File: config.mk
export PLATFORM = sky130hd
export DESIGN_NAME = pipeline_ctrl
export DESIGN_NICKNAME = d
export VERILOG_FILES = /design/src/rtl/pipeline_ctrl.sv
export SDC_FILE = /design/constraint.sdc
export NUM_CORES = 1
export LEC_CHECK = 0
export ABC_AREA = 1
export CORE_MARGIN = 2
export CORE_UTILIZATION = 29
export CTS_CLUSTER_SIZE = 24
export DETAILED_ROUTE_END_ITERATION = 10
export PLACE_DENSITY = 0.86
export REMOVE_ABC_BUFFERS = 1
export SYNTH_ARGS = -nofsm -noshare
export SYNTH_HDL_FRONTEND = slang
export SYNTH_SLANG_ARGS = --single-unit
File: constraint.sdc
create_clock -name clk -period 1.6 [get_ports clk]
set_input_delay 0.24 -clock clk [delete_from_list [all_inputs] [get_ports clk]]
set_output_delay 0.24 -clock clk [all_outputs]
set_load 0.1 [all_outputs]
File: src/rtl/pipeline_ctrl.sv
// pipeline_ctrl: run/halt/single-step sequencer with load-use bubbles and taken-branch flushes.
// Define CTRL_PERF_EN to build the saturating stall/flush performance counters.
module pipeline_ctrl #(
  parameter int LOAD_STALL_CYCLES = 1,
  parameter int CNT_W             = 16
) (
  input  logic             clk,
  input  logic             rst,
  input  logic             run,
  input  logic             step,
  input  logic [31:0]      instruccion,
  input  logic             idex_mem_read,
  input  logic [4:0]       idex_rt,
  input  logic             branch_taken,
  output logic             pc_ena,
  output logic             ifid_ena,
  output logic             ifid_flush,
  output logic             ena,
  output logic             stop,
  output logic             busy,
  output logic [2:0]       state,
  output logic [CNT_W-1:0] stall_count,
  output logic [CNT_W-1:0] flush_count
);

  typedef enum logic [2:0] {
    S_HALT  = 3'd0,
    S_RUN   = 3'd1,
    S_STALL = 3'd2,
    S_STEP  = 3'd3
  } state_t;

  localparam logic [5:0] OP_RTYPE     = 6'b000000;
  localparam logic [5:0] OP_STORE     = 6'b101000;
  localparam logic [5:0] OP_BRANCH    = 6'b000100;
  localparam logic [3:0] STALL_RELOAD = 4'(LOAD_STALL_CYCLES - 1);
  localparam bit         MULTI_STALL  = (LOAD_STALL_CYCLES > 1);

  state_t     r_state;
  logic [3:0] r_stall_cnt;
  logic       r_ret_step;

  logic [5:0] w_op;
  logic [4:0] w_rs;
  logic [4:0] w_rt;
  logic       w_uses_rt;
  logic       w_load_use;
  logic       w_flush;
  logic       w_bubble;
  logic       w_advance;
  logic       w_unused;

  assign w_op      = instruccion[31:26];
  assign w_rs      = instruccion[25:21];
  assign w_rt      = instruccion[20:16];
  assign w_unused  = ^instruccion[15:0];
  assign w_uses_rt = (w_op == OP_RTYPE) | (w_op == OP_STORE) | (w_op == OP_BRANCH);
  // The load's destination register 0 is never a real dependency.
  assign w_load_use = idex_mem_read & (idex_rt != 5'd0) &
                      ((idex_rt == w_rs) | (w_uses_rt & (idex_rt == w_rt)));

  // Mealy action select: flush beats bubble beats advance while the pipe is live.
  always_comb begin
    w_flush   = 1'b0;
    w_bubble  = 1'b0;
    w_advance = 1'b0;
    case (r_state)
      S_RUN, S_STEP: begin
        if (branch_taken) w_flush = 1'b1;
        else if (w_load_use) w_bubble = 1'b1;
        else w_advance = 1'b1;
      end
      S_STALL: w_bubble  = 1'b1;
      default: w_advance = 1'b0;
    endcase
  end

  assign pc_ena     = w_flush | w_advance;
  assign ifid_ena   = w_flush | w_advance;
  assign ifid_flush = w_flush;
  assign ena        = w_flush | w_bubble | w_advance;
  assign stop       = w_flush | w_bubble;
  assign busy       = (r_state != S_HALT);
  assign state      = r_state;

  // Sequencer state, remaining stall cycles and the return-to-step flag.
  always_ff @(posedge clk) begin
    if (rst) begin
      r_state     <= S_HALT;
      r_stall_cnt <= 4'd0;
      r_ret_step  <= 1'b0;
    end else begin
      case (r_state)
        S_HALT: begin
          r_ret_step <= 1'b0;
          if (run) r_state <= S_RUN;
          else if (step) r_state <= S_STEP;
          else r_state <= S_HALT;
        end
        S_RUN: begin
          if (w_bubble && MULTI_STALL) begin
            r_state     <= S_STALL;
            r_stall_cnt <= STALL_RELOAD;
            r_ret_step  <= 1'b0;
          end else if (w_bubble) begin
            r_state <= S_RUN;
          end else begin
            r_state <= run ? S_RUN : S_HALT;
          end
        end
        S_STALL: begin
          r_stall_cnt <= r_stall_cnt - 4'd1;
          if (r_stall_cnt <= 4'd1) r_state <= r_ret_step ? S_STEP : (run ? S_RUN : S_HALT);
          else r_state <= S_STALL;
        end
        S_STEP: begin
          // A step only completes once its instruction has actually entered decode.
          if (w_bubble && MULTI_STALL) begin
            r_state     <= S_STALL;
            r_stall_cnt <= STALL_RELOAD;
            r_ret_step  <= 1'b1;
          end else if (w_bubble) begin
            r_state <= S_STEP;
          end else begin
            r_state <= S_HALT;
          end
        end
        default: r_state <= S_HALT;
      endcase
    end
  end

`ifdef CTRL_PERF_EN
  localparam logic [CNT_W-1:0] CNT_MAX = {CNT_W{1'b1}};
  localparam logic [CNT_W-1:0] CNT_ONE = {{(CNT_W-1){1'b0}}, 1'b1};

  logic [CNT_W-1:0] r_stall_count;
  logic [CNT_W-1:0] r_flush_count;

  // Saturating event counters for bubble cycles and branch flushes.
  always_ff @(posedge clk) begin
    if (rst) begin
      r_stall_count <= {CNT_W{1'b0}};
      r_flush_count <= {CNT_W{1'b0}};
    end else begin
      if (w_bubble && (r_stall_count != CNT_MAX)) r_stall_count <= r_stall_count + CNT_ONE;
      if (w_flush && (r_flush_count != CNT_MAX)) r_flush_count <= r_flush_count + CNT_ONE;
    end
  end

  assign stall_count = r_stall_count;
  assign flush_count = r_flush_count;
`else
  assign stall_count = {CNT_W{1'b0}};
  assign flush_count = {CNT_W{1'b0}};
`endif

endmodule
* Word-level counts from Yosys, hierarchy flattened
Cells that the tools add are included.
** Word-level totals
- Bits of input ports :: 43
- Word-level logic and storage cells :: 40
- Output and inout bits :: 41
- Flip-flop bits (word level) :: 7
** Cells by class
- Muxes and demuxes :: 15
- Add/sub/neg operators :: 1
- Order comparisons :: 1
- Bitwise logic cells :: 9
- Equal/unequal tests :: 7
- Reductions and logical operators :: 5
** Operators by type and width (number)
- one-hot mux 3 bit (4 select lines) :: 1
- equality test 5 bit :: 2
- two-way mux 1 bit :: 9
- two-way mux 2 bit :: 4
- equality test 3 x 2 -> 1 bit (second input constant) :: 2
- equality test 6 x 3 -> 1 bit (second input constant) :: 1
- equality test 6 bit (second input constant) :: 1
- zero test 6 bit :: 1
- OR 1 bit :: 6
- nonzero test 5 bit :: 1
- <= comparator 4 x 1 -> 1 bit (second input constant) :: 1
- subtractor 4 x 1 -> 4 bit (second input constant) :: 1
- bitwise AND 1 bit :: 3
- equality test 3 x 1 -> 1 bit (second input constant) :: 1
- zero test 3 bit :: 1
- nonzero test 3 bit :: 1
- one-hot mux 1 bit (2 select lines) :: 1
- OR reduction 2 bit :: 1

* Depth between registers and ports, before layout
Gate-level depths: netlist (run 1).
- Depth after elaboration :: 11
- Gate-level depth with buffers :: 12
- Depth with buffers taken out :: 12

* Worst setup path before layout (run 1)
Ideal clock, no wire load.
- Path type :: reg-to-output
- Start point :: reg r_state[0], in the netlist state[0]
- End point :: out stop
- Arrival :: 4424 ps
- Path buffers :: 0
- Setup slack :: -3064 ps
- Required time :: 1360 ps
- Stages on the path, launching flop included :: 4
- Cells stage by stage :: dfxtp_1 -> inv_1 -> a21oi_1 -> o21ai_0
** Between the ends
- Longest elaborated chain between the ends :: 4
- Elaborated cells between the ends (all ways) :: 7
- Those cells by class :: 3 x eq/ne; 2 x mux; 1 x bitwise; 1 x reduce/logical
** Ends and longest elaborated chain
- start: declaration :: RTL line 39 : state_t r_state;
- start signal: assignment :: RTL line 108 : r_state <= run ? S_RUN : S_HALT;
- start signal: assignment :: RTL line 113 : if (r_stall_cnt <= 4'd1) r_state <= r_ret_step ? S_STEP : (run ? S_RUN : S_HALT);
- equality test 3 x 2 -> 1 bit or equality test 3 x 1 -> 1 bit (tied branches) :: RTL line 67 : case (r_state)
- OR reduction 2 bit :: RTL line 67
- one-hot mux 1 bit (2 select lines) or two-way mux 1 bit (tied branches) :: RTL line 67
- OR 1 bit (*) :: RTL line 82 : assign stop = w_flush | w_bubble;
- end: declaration :: RTL line 19 : output logic stop,
Mark *: on every way between the ends. The rest lies on a longest branch, timed or not.

* Worst setup path in the final report (run 1)
- Start point :: in idex_mem_read
- End point :: out stop
** Between the ends
- Longest elaborated chain between the ends :: 6
** Ends and longest elaborated chain
- start: declaration :: RTL line 12 : input logic idex_mem_read,
- bitwise AND 1 bit (2 in a row) :: RTL line 59 : assign w_load_use = idex_mem_read & (idex_rt != 5'd0) &
- two-way mux 1 bit :: RTL line 70 : else if (w_load_use) w_bubble = 1'b1;
- two-way mux 1 bit :: RTL line 69 : if (branch_taken) w_flush = 1'b1;
- one-hot mux 1 bit (2 select lines) :: RTL line 67
- OR 1 bit :: RTL line 82
Every way passes these cells.

==> results of run 1 <==
## registers in the layout, indices dropped and copies added, names as in the netlist
register     cells
state            2
r_stall_cnt      4
## power groups by stage
stage	combinational, mW	clock (mW)	sequential (mW)
3_3_place_gp	0.826	0	0.170
5_1_grt	0.854	0.152	0.168
2_1_floorplan	0.571	0	0.202
4_1_cts	0.816	0.146	0.168
3_5_place_dp	0.830	0	0.170
6_report	0.825	0.144	0.168
## what timing repair did
item | 4_1_cts | 5_1_grt
resized for setup | 53 | 27
setup endpoints to repair | 3 | 3
pin swaps | 19 | 15
hold buffers | 0 | 0
gates cloned | 0 | 0
## layout make-up
cell class | instances | share of cell area [%]
multi-input combinational | 105 | 45.54
inverter | 25 | 7.870
sequential | 6 | 10.07
timing repair buffer | 39 | 31.37
tap | 31 | 3.253
clock buffer | 3 | 1.889
## synthesized netlist by cell type (all sizes together), types with 2 or more instances
library cell,number
nand3,7
nor2,11
a21oi,4
xnor2,3
ha,2
dfxtp,6
o21ai,3
nor3,2
buf,35
inv,25
xor2,2
nand2,33
## how the worst max path moves through the flow
stage / from / endpoint / slack (ps)
2_1_floorplan: state[0]$_SDFF_PP0_ / stop / -5230
3_3_place_gp: idex_rt[4] / stop / -450
5_1_grt: instruccion[22] / stop / -20
6_report: idex_mem_read / stop / 40
4_1_cts: instruccion[16] / stop / -10
3_5_place_dp: idex_rt[4] / stop / -460
## worst max-delay path, cell delays in order
cell and delay [ps]:
clkdlybuf4s50_1 490, nand3_2 90, inv_2 80, a21oi_4 70
o21ai_2 160, buf_12 190
## per-stage QoR
step                      power, mW  cell area [um^2]  TNS [ps]  hold slack, ps  worst slack [ps]
after detailed placement      1.000              1206     -1289           487.4            -461.0
after CTS                     1.130              1209    -9.770           494.5            -9.770
after floorplan              0.7727             701.9    -13630           302.4             -5226
final                         1.137              1192         0           489.4             35.57
after global routing          1.175              1192    -24.08           513.4            -24.08
after global placement       0.9960              1206     -1248           475.9            -448.2
## logic make-up (layout without fill, tap and decap cells)
logic type	count (synthesis)	count (layout)	share of synthesized area, %
adder cells (fa/ha/maj)	2	2	2.962
AND/OR/NAND/NOR	54	54	26.82
buffers and inverters	60	67	42.22
XOR/XNOR	5	5	5.186
AO/OA/AOI/OAI	11	11	8.149
other	1	33	0.4440
flip-flops	6	6	14.22
## metal layers
metal  wire (um)  up-vias
met5           0        -
met4          19        0
met3          86        2
met2        1138       25
met1         817      370
li1            -      435
==> impl_metrics.yaml, run 1 <==
power:
  peakVddDrop_mv: 0.6168
  comb_power_share_pct: 72.6
  leakage_nw: 0.6775
  p_per_area_mw_per_mm2: 953.5
  p_sw_mw: 0.7059
  p_clk_share_pct: 12.7
  internal_power_mw: 0.4311
  power_frac_seq_pct: 14.7
  switching_share_pct: 62.08
synth:
  syn_inst: 139
  synthTopCellsByArea: "buf_4, dfxtp_1, nand2_1, inv_1, nor2_1"
  synth_edf_count: 0
  yosysWarnings: 0
  netlist_area_um2: 844.6
  yosysTopAreaCellShare_pct: 31.11
  ys_ff_latch: 6
  ys_seq_area_share_pct: 14.22
  async_flop_share_pct: 0
  synth_top_area_cell: "buf_4"
  synth_ff_type: "dfxtp_1"
  syn_area_per_cell_um2: 6.076
  yosysUniqueCellTypes: 22
grt:
  grt_antenna_before_repair: 0
  track_usage_pct: 11.60
  grt_start_max_net_pins: 7
  met3_usage_pct: 1.339
  met1_usage_pct: 13.72
  busiest_layer: "met2"
  grt_pass1_vias: 682
  grt_pass1_wl_mm: 3.008
  grt_overflow: 0
  use_met2_pct: 21.92
critical_path:
  criticalPathCategory: "input pin to primary output"
  r2r_end: "state[0]$_SDFF_PP0_"
  critPathLaunchType: "input pin"
  regToRegSetupSlack_ps: 350
  r2r_start: "r_stall_cnt[1]$_SDFFE_PP0P_"
  end_kind: "primary output"
  worstRegToRegCells: 7
  critPathArrivalTime_ps: 1320
  required_ps: 1360
  crit_path_max_fanout: 2
run_status:
  status: "completed"
hold_path:
  worstHoldStart: "r_stall_cnt[0]$_SDFFE_PP0P_"
  holdPathStages: 2
  hold_class: "flip-flop to flip-flop"
  hold_end: "r_stall_cnt[0]$_SDFFE_PP0P_"
floorplan:
  ios: 84
  die_w_um: 57.97
  start_util_pct: 30.63
  rows: 19
  die_h_um: 57.97
  dieArea_mm2: 0.003360
  coreArea_mm2: 0.002758
clock_network:
  clock_path_buffers: 2
  clkTransAtPathRegs_ps: 40
  post_cts_buffers: 0
  clock-root-buffer: "clkbuf_4"
  cts_tree: "done"
  cts_made_buffers: 3
  h-tree-depth: 1
  insertion_delay_ps: 250
  clock_sinks: 6
route:
  wl_per_cell_um: 9.856
  finalWirelength_mm: 2.060
  antenna_left: 0
  drtIter0Drc: 16
  first_pass_iters: 4
  drc: 0
  num_vias: 832
  via_per_inst: 3.981
cells_and_area:
  fin_cells: 209
  fillCellCount: 291
  layout.nets: 225
  seq_area_um2: 120.1
  multi_input_area_um2: 543.0
  diodes: 0
  utilization_pct: 43.24
  final_common_cell: "conb_1"
  synthToLayoutAreaGrowth_pct: 41.18
  drive_above_1_share_pct: 28.65
  final_cell_mix: "conb_1, nand2_1, inv_1"
place:
  dp.final_hpwl_mm: 1.723
  dp.cells: 207
  port_buffers: 34
  place.gp.congestion: 0.7771
run:
  maxCapViolCount: 0
timing:
  fmax_mhz: 639.2
  period_share_pct: 97.78
  setup_viol: 0
  period_needed_ps: 1564
  hold_violations: 0
  slew_violations: 0
  fin_skew_ps: 1.027
No activity file was read; power rests on OpenSTA's default activity.
==> inputs of run 2 (changes only) <==
Settings changed: CORE_UTILIZATION 29 to 32, PLACE_DENSITY 0.86 to 0.93, REMOVE_ABC_BUFFERS 1 to unset.
Clock period 1.6 ns to 1.9 ns, I/O delays scaled along.
==> impl_metrics.yaml, run 2 (synthesized netlist as in run 1, its figures left out) <==
timing:
  worst_slack_ps: 64.34
  slew_violations: 0
  rsz0062_at_grt: "false"
  setup_viol: 0
  fmax_mhz: 544.8
  hold_violations: 0
  period_needed_ps: 1836
  period_share_pct: 96.61
  fin_skew_ps: 6.866
clock_network:
  cts_tree: "done"
  clkTransAtPathRegs_ps: 50
  cts-hold-fix-buffers: 0
  insertion_delay_ps: 260
  h-tree-depth: 1
  clock-root-buffer: "clkbuf_4"
  cts_made_buffers: 3
  clock_sinks: 6
  clock_path_buffers: 2
grt:
  grt_pass1_vias: 700
  grt_start_max_net_pins: 7
  grt_antenna_before_repair: 0
  busiest_layer: "met2"
  use_met2_pct: 22.11
  met1_usage_pct: 11.44
  grt_overflow: 0
  track_usage_pct: 11.28
  grt_pass1_wl_mm: 2.829
  met3_usage_pct: 2.342
floorplan:
  die_h_um: 55.38
  die_w_um: 55.38
  rows: 18
  start_util_pct: 33.78
  ios: 84
  dieArea_mm2: 0.003066
  coreArea_mm2: 0.002500
cells_and_area:
  diodes: 0
  layout.nets: 224
  final_cell_mix: "conb_1, nand2_1, inv_1"
  drive_above_1_share_pct: 16.29
  largest_reg_flops: 4
  synthToLayoutAreaGrowth_pct: 46.07
  final_common_cell: "conb_1"
  max_flop_register: "r_stall_cnt"
route:
  wl_per_cell_um: 8.582
  antenna_left: 0
  drtIter0Drc: 39
  via_per_inst: 4.053
  num_vias: 843
  first_pass_iters: 6
  drc: 0
  finalWirelength_mm: 1.785
power:
  p_clk_share_pct: 14.3
  leakage_nw: 0.7068
  peakVddDrop_mv: 0.5332
  power_frac_seq_pct: 15.1
  p_per_area_mw_per_mm2: 781.6
  internal_power_mw: 0.3687
  comb_power_share_pct: 70.5
  finalPower_mw: 0.9643
  switching_share_pct: 61.77
  p_sw_mw: 0.5956
place:
  place.gp.congestion: 0.7725
  port_buffers: 34
  pre_cts_slack_ps: -125.5
  dp.final_hpwl_mm: 1.549
hold_path:
  hold_class: "flip-flop to flip-flop"
  worstHoldStart: "r_stall_cnt[1]$_SDFFE_PP0P_"
  hold_end: "r_stall_cnt[1]$_SDFFE_PP0P_"
  holdPathStages: 2
critical_path:
  criticalPathCategory: "input pin to primary output"
  crit_path_max_fanout: 2
  critPathLaunchType: "input pin"
  r2r_start: "r_stall_cnt[0]$_SDFFE_PP0P_"
  end_kind: "primary output"
  r2r_end: "state[0]$_SDFF_PP0_"
  required_ps: 1620
  worstRegToRegCells: 7
  regToRegSetupSlack_ps: 630
  critPathArrivalTime_ps: 1550
run_status:
  status: "completed"
run:
  maxCapViolCount: 0
run 2: cell count changes in the layout (fill, tap and decap cells not counted), sizes merged:
cell,before,now
inv,25,24
buf,19,12
clkdlybuf4s15,3,0
dlymetal6s2s,0,5
clkbuf,14,4
clkdlybuf4s50,4,7
dlygate4sd2,2,14
clkinvlp,0,1
run 2: worst max path at each step:
stage                     from       end  slack, ps  cells after the start
6_report       instruccion[28]    pc_ena         60                     11
5_1_grt        instruccion[28]  ifid_ena          9                     11
4_1_cts        instruccion[27]      stop          6                      9
3_5_place_dp        idex_rt[1]      stop       -130                      9
3_3_place_gp        idex_rt[4]      stop       -100                     10
2_1_floorplan  instruccion[19]      stop        -20                     10
run 2: repair_timing:
| action | 4_1_cts | 5_1_grt |
|---|---|---|
| pin swaps | 9 | 7 |
| resized for setup | 15 | 6 |
| setup buffers | 1 | 0 |
| setup endpoints to repair | 3 | 3 |
run 2: worst max-delay path, stage by stage:
cell	delay, ps
clkdlybuf4s50_1	450
inv_1	30
nand2_1	40
nand2_1	40
nand2_1	60
nor2_1	40
nand2_1	60
nand2_2	70
a21oi_4	170
buf_6	140
buf_12	160
run 2: final cells by class:
cell class	instances	area [um^2]
fill	236	1266
multi-input combinational	105	523.0
timing repair buffer	38	424.2
sequential	6	125.1
inverter	25	97.59
tap	30	37.54
clock buffer	4	26.28
run 2: per-layer routing:
| metal | up-vias | wire length (um) | part of all wire, % |
|---|---|---|---|
| met5 | - | 0 | 0 |
| met4 | 0 | 41 | 2.3 |
| met3 | 9 | 134 | 7.5 |
| met2 | 44 | 957 | 54 |
| met1 | 360 | 652 | 37 |
| li1 | 430 | - | - |
run 2: power groups by stage:
stage,Sequential (mW),Clock (mW),Combinational (mW)
4_1_cts,0.146,0.135,0.681
2_1_floorplan,0.173,0,0.569
3_5_place_dp,0.149,0,0.687
3_3_place_gp,0.148,0,0.682
6_report,0.146,0.138,0.680
5_1_grt,0.147,0.147,0.705
run 2: stage by stage:
step / util [%] / instances / hold slack, ps / setup TNS, ps / instance area (um^2)
floorplan: - / 171 / 338.3 / -21.91 / 1020
global placement: 47.85 / 203 / 474.4 / -269.5 / 1196
finish: 49.35 / 208 / 502.9 / 0 / 1234
detailed placement: 47.85 / 203 / 499.5 / -328.1 / 1196
CTS: 48.65 / 208 / 505.7 / 0 / 1216
global route: 49.35 / 208 / 523.2 / 0 / 1234
